**src/rtl/schoolbook_unload_pkg.sv**
```systemverilog
// Shared sizing and state encoding for the schoolbook multiplier product path.
package schoolbook_unload_pkg;

    // Product of two 409-bit operands, streamed out in 32-bit words.
    localparam int SB_WIDTH  = 818;
    localparam int SB_WORD   = 32;
    localparam int SB_NWORDS = (SB_WIDTH + SB_WORD - 1) / SB_WORD;

    typedef enum logic {
        IDLE = 1'b0,
        SEND = 1'b1
    } sb_state_t;

endpackage

```
**src/rtl/schoolbook_unload.sv**
```systemverilog
// Captures a finished schoolbook product and streams it out LS word first
// over a valid/ready handshake. Products offered while busy are dropped and
// flagged on a sticky overrun bit.
module schoolbook_unload
    import schoolbook_unload_pkg::*;
#(
    parameter int WIDTH  = SB_WIDTH,
    parameter int WORD   = SB_WORD,
    parameter int NWORDS = SB_NWORDS
) (
    input  logic             clk,
    input  logic             rst,
    input  logic [WIDTH-1:0] prod,
    input  logic             prod_valid,
    output logic             prod_ready,
    output logic [WORD-1:0]  out_data,
    output logic             out_valid,
    input  logic             out_ready,
    output logic             out_last,
    output logic             overrun
);

    localparam int IDXW = (NWORDS > 1) ? $clog2(NWORDS) : 1;
    localparam logic [IDXW-1:0] LAST_IDX = IDXW'(NWORDS - 1);

    sb_state_t                        state, state_nxt;
    logic [IDXW-1:0]                  idx, idx_nxt;
    logic [NWORDS-1:0][WORD-1:0]      cap;
    logic [NWORDS*WORD-1:0]           prod_ext;
    logic                             xfer;
    logic                             capture;

    // Upper bits of the last word are zero padding.
    assign prod_ext = (NWORDS*WORD)'(prod);

    // State and word index registers.
    always_ff @(posedge clk or negedge rst) begin
        if (!rst) begin
            state <= IDLE;
            idx   <= '0;
        end else begin
            state <= state_nxt;
            idx   <= idx_nxt;
        end
    end

    // Capture register; only loaded on an accepted product.
    always_ff @(posedge clk or negedge rst) begin
        if (!rst)
            cap <= '0;
        else if (capture)
            cap <= prod_ext;
    end

    // Sticky overrun: a product offered while we cannot take it is lost.
    always_ff @(posedge clk or negedge rst) begin
        if (!rst)
            overrun <= 1'b0;
        else if (prod_valid && !prod_ready)
            overrun <= 1'b1;
    end

    // Handshake outputs and next-state logic. The last-word transfer also
    // opens prod_ready so a new product can follow with no bubble.
    always_comb begin
        out_valid  = (state == SEND);
        out_last   = (state == SEND) && (idx == LAST_IDX);
        out_data   = cap[idx];
        xfer       = out_valid && out_ready;
        prod_ready = (state == IDLE) || (xfer && out_last);
        capture    = prod_valid && prod_ready;
        state_nxt  = state;
        idx_nxt    = idx;
        case (state)
            IDLE: begin
                if (capture) begin
                    state_nxt = SEND;
                    idx_nxt   = '0;
                end
            end
            SEND: begin
                if (xfer) begin
                    if (out_last) begin
                        idx_nxt   = '0;
                        state_nxt = capture ? SEND : IDLE;
                    end else begin
                        idx_nxt = idx + 1'b1;
                    end
                end
            end
            default: begin
                state_nxt = IDLE;
                idx_nxt   = '0;
            end
        endcase
    end

endmodule

```
**config.mk**
```make
export PLATFORM = sky130hd
export DESIGN_NAME = schoolbook_unload
export DESIGN_NICKNAME = d
export VERILOG_FILES = /design/src/rtl/schoolbook_unload_pkg.sv /design/src/rtl/schoolbook_unload.sv
export SDC_FILE = /design/constraint.sdc
export NUM_CORES = 1
export LEC_CHECK = 0
export BUFFER_PORTS_ARGS = -buffer_cell sky130_fd_sc_hd__buf_2
export CAP_MARGIN = 20
export CORE_AREA = 4 4 331 333
export DETAILED_ROUTE_END_ITERATION = 12
export DIE_AREA = 0 0 335 337
export PLACE_DENSITY = 0.55
export SLEW_MARGIN = 20
export SYNTH_ARGS = -nofsm -noshare
export SYNTH_HDL_FRONTEND = slang
export SYNTH_SLANG_ARGS = --single-unit
```
**constraint.sdc**
```tcl
create_clock -name clk -period 5.8 [get_ports clk]
set_input_delay 0.87 -clock clk [delete_from_list [all_inputs] [get_ports clk]]
set_output_delay 0.87 -clock clk [all_outputs]
set_load 0.02 [all_outputs]
```
After elaboration in Yosys (flattened, before gate mapping)
Cells that the tools add are included.
Word-level totals
  flip-flop bits (word level): 825
  input port bits: 822
  output and inout bits: 36
  word-level logic and storage cells: 53
Cells by class
  $add $sub $neg: 1
  $lt $le $gt $ge: 1
  eq/ne operators: 3
  muxes and demuxes: 10
  bitwise gates (word level): 1
  reductions and logical operators: 8
Operators by type and width (number)
  binary-select mux 32 bit (select 5 bit): 1
  two-way mux 32 bit: 1
  two-way mux 5 bit: 3
  case mux 5 bit (2 select lines): 1
  less-than comparator 5 x 6 -> 1 bit, second input constant: 1
  adder 5 x 1 -> 5 bit, second input constant: 1
  == test 5 bit, second input constant: 1
  logical AND 1 bit: 5
  two-way mux 1 bit: 3
  != test 2 x 1 -> 1 bit, second input constant: 1
  != test 2 bit, second input constant: 1
  case mux 1 bit (2 select lines): 1
  AND reduction 2 bit: 1
  zero test 1 bit: 1
  logical OR 1 bit: 1
  inverter 1 bit: 1

Logic depth before layout (Yosys ltp)
  word-level depth: 9
  depth in mapped cells: 12
  gate-level depth less buffers: 6

Worst setup path after synthesis
No wires, ideal clock.
  path type: reg2out
  start point: reg idx[0]
  end point: out out_data[20]
  arrival time: 2.203 ns
  data required time: 4.930 ns
  slack: 2.727 ns
  stages on the path, launching flop included: 8
  buffers on the path: 3
  cells stage by stage: dfrtp_1 buf_4 buf_6 buf_4 and2_1 a221oi_1 a211oi_1 nor4_1
On the way
  word-level cells in the longest chain between the ends: 2
Ends and longest elaborated chain
  from (decl): line schoolbook_unload.sv:27  | logic [IDXW-1:0] idx, idx_nxt;
  from (signal assigned): line schoolbook_unload.sv:43  | idx <= idx_nxt;
  binary-select mux 32 bit (select 5 bit): line schoolbook_unload.sv:68  | out_data = cap[idx];
  two-way mux 32 bit (not written as such): line schoolbook_unload.sv:68
  to (decl): line schoolbook_unload.sv:16  | output logic [WORD-1:0] out_data,
No other way between the ends. The select of a mux whose other input is x is not followed.

Worst setup path after layout
  start point: reg idx[0]
  end point: out out_data[0]
The elaborated chain is that of the path after synthesis.

==> results.sh <==
export IMPL_outcome="finished clean"
export IMPL_arrival_ns=4.20
export IMPL_clock_skew_ns=0.02162
export IMPL_irDropWorstVdd_mv=0.3309
export IMPL_initial_core_util_pct=35.27
export IMPL_netlist_area_um2=37600
export IMPL_cts_root_buf="clkbuf_16"
export IMPL_drc_errors=0
export IMPL_die_h_um=337
export IMPL_synth_distinct_cells=47
export IMPL_power_frac_comb_pct=36.4
export IMPL_clockBufferDepth=3
export IMPL_hold_viol=0
export IMPL_drv_slew=0
export IMPL_leakage_uw=0.02180
export IMPL_die_area_um2=112900
export IMPL_grt_pass1_vias=25510
export IMPL_max_freq_ghz=0.1974
export IMPL_area_delta_synth_final_pct=23.67
export IMPL_viasPerCell=5.160
export IMPL_slew_headroom_pct=31.17
export IMPL_r2r_slack_ns=2.10
export IMPL_reg2reg_from="idx[0]$_DFFE_PN0P_"
export IMPL_postSynthAreaPerCell_um2=16.03
export IMPL_antenna_found_initial=95
export IMPL_avgRoutedWirePerCell_um=26.91
export IMPL_power_density_nw_per_um2=549.0
export IMPL_cts_setup_buffers=0
export IMPL_grt_pass1_wl_um=179000
export IMPL_grt_start_max_net_pins=160
export IMPL_cts_tree="done"
export IMPL_path_common_cell="a21oi_1"
export IMPL_cts_resized=0
export IMPL_power_internal_uw=16980
export IMPL_slowest_stage="dfrtp_4"
export IMPL_layout_min_cycle_time_ns=5.067
export IMPL_vias=24270
export IMPL_drt_iter0_markers=1678
export IMPL_critical_path_peak_fanout=42
export IMPL_yosys_warnings=0
export IMPL_clockPowerShare_pct=23.5
export IMPL_syn_nets=3170
export IMPL_worst_pin_slew_ns=1.032
export IMPL_clkTransAtPathRegs_ns=0.06
export IMPL_maxCapViolCount=0
export IMPL_fin_nets=3996
export IMPL_worst_setup_path_end_kind="output pin"
export IMPL_switching_share_pct=33.48
export IMPL_grt_usage_pct=21.82
export IMPL_required_ns=4.93
export IMPL_rsz0062_at_grt="false"
export IMPL_async_flop_share_pct=100.0
export IMPL_ios=858
export IMPL_ff2ff_path_depth=6
export IMPL_globalRoute_totalOverflow=0
export IMPL_yosysSeqAreaShare_pct=54.90
export IMPL_worstReg2RegEnd="cap[756]$_DFFE_PN0P_"
export IMPL_htree_levels=3
export IMPL_holdBufCountCts=0
export IMPL_portBuffers=857
export IMPL_dp_hpwl_um=94330
export IMPL_seq_power_share_pct=40.0
export IMPL_min_period_over_period_pct=87.36
export IMPL_drt_pre_antenna_iters=7
export IMPL_cp_start_kind="flop"
export IMPL_clock_sinks=825
export IMPL_clock_latency_ns=0.67
export IMPL_setup_violations=0
export IMPL_core_area_um2=106600
export IMPL_cts_buffers=94
export IMPL_ys_ff_latch=825
export IMPL_row_count=120
export IMPL_worst_path_largest_cell_delay_ns=1.00
export IMPL_crit_chain="buf_4 -> mux4_2 -> mux2_2 -> a21oi_1 -> a21oi_1 -> buf_2"
export IMPL_ant_nets=0
export IMPL_crit_type="flop to output pin"
export IMPL_synth_edff_count=0
export IMPL_final_cell_mix="buf_2, dfrtp_1, mux2_2, mux4_2, mux2i_1"
export IMPL_netSwitchingPower_uw=8547
export IMPL_routed_wirelength_um=126500
export IMPL_final_common_cell="buf_2"
export IMPL_hold_slack_ns=0.2142
export IMPL_synthFlopType="dfrtp_1"
export IMPL_synthCells=2346
export IMPL_gp_congestion=0.8235
export IMPL_final_layout_size_suffix_gt1_share_pct=63.22
export IMPL_fin_setup_tns_ns=0
export IMPL_die_w_um=335
export IMPL_hp_class="input pin to async pin"
synth_stat cells (all sizes together), types with 6 or more instances:
library cell	n	area (um^2)
a21oi	50	250.2
o22ai	8	50.05
o221ai	31	271.5
nand2	32	122.6
dfrtp	825	20640
mux4	155	3491
buf	133	820.8
a211o	8	70.07
a221o	13	130.1
o21ai	25	136.4
mux2i	102	1021
o32ai	9	78.83
a211oi	8	60.06
a22o	9	78.83
clkbuf	36	135.1
mux2	838	9812
nor2	12	45.04
o21a	8	60.06
inv	6	22.52
flip-flops by register name (all words and copies together), names as in the netlist:
signal	flops
cap	818
idx	5
out_valid	1
overrun	1
logic make-up (layout without fill, tap and decap cells):
| family | after synthesis | count (layout) | share of synthesized area (%) |
|---|---|---|---|
| other | 0 | 54 | 0 |
| buffers and inverters | 175 | 1075 | 2.602 |
| flip-flops | 825 | 825 | 54.90 |
| AO/OA/AOI/OAI | 183 | 183 | 3.444 |
| AND/OR/NAND/NOR | 66 | 66 | 0.8917 |
| multiplexers | 1095 | 1095 | 38.09 |
| adder cells (fa/ha/maj) | 2 | 2 | 0.06654 |
layer usage:
layer  global-route usage [%]  part of all wire, %  vias to the layer above
met4                    5.978                  2.3                       54
met1                    29.70                   44                    12600
met5                        0                 0.26                        -
met2                    34.86                   47                      827
met3                    5.524                  6.7                      211
li1                         -                    -                    10570
power groups by stage:
| stage | sequential [uW] | combinational (uW) | clock [uW] |
|---|---|---|---|
| finish | 10200 | 9300 | 6010 |
| global route | 10500 | 9960 | 6380 |
| CTS | 10200 | 9400 | 6160 |
| detailed placement | 10300 | 9370 | 0 |
| global placement | 10300 | 9260 | 0 |
| floorplan | 9490 | 6540 | 0 |
per-stage QoR:
| stage | worst slack (ns) | utilization (%) | instances | cell area, um^2 | power [uW] |
|---|---|---|---|---|---|
| detailed placement | 1.195 | 40.56 | 4479 | 43240 | 19680 |
| finish | 0.7333 | 43.62 | 4703 | 46500 | 25530 |
| global route | 0.3710 | 43.56 | 4677 | 46440 | 26890 |
| global placement | 1.262 | 40.56 | 4479 | 43240 | 19540 |
| CTS | 0.4359 | 43.50 | 4649 | 46370 | 25800 |
| floorplan | 2.727 | - | 2346 | 37600 | 16030 |
final cells by class:
| cell class | count | area [um^2] |
|---|---|---|
| flip-flops and latches | 825 | 20660 |
| diodes | 54 | 135.1 |
| multi-input cells | 1346 | 16010 |
| well taps | 1403 | 1755 |
| repair buffers | 899 | 4790 |
| inverters | 6 | 22.52 |
| clock inverters | 31 | 409.1 |
| fillers | 9906 | 60100 |
| clock buffers | 139 | 2721 |
worst max-delay path: cells and delay by family, from the launching register on:
kind	cells	cell delay, ns
DFF	1	1.00
muxes	2	0.81
buffers and inverters	2	0.65
AOI/OAI and AO/OA	2	0.92
worst max-delay path by stage:
stage	from	to	cells after the start
floorplan	idx[0]$_DFFE_PN0P_	out_data[20]	7
global placement	idx[0]$_DFFE_PN0P_	out_data[0]	6
detailed placement	idx[0]$_DFFE_PN0P_	out_data[0]	6
CTS	idx[0]$_DFFE_PN0P_	out_data[0]	6
global route	idx[0]$_DFFE_PN0P_	out_data[0]	6
finish	idx[0]$_DFFE_PN0P_	out_data[0]	6
(Power assumes the default switching activity.)
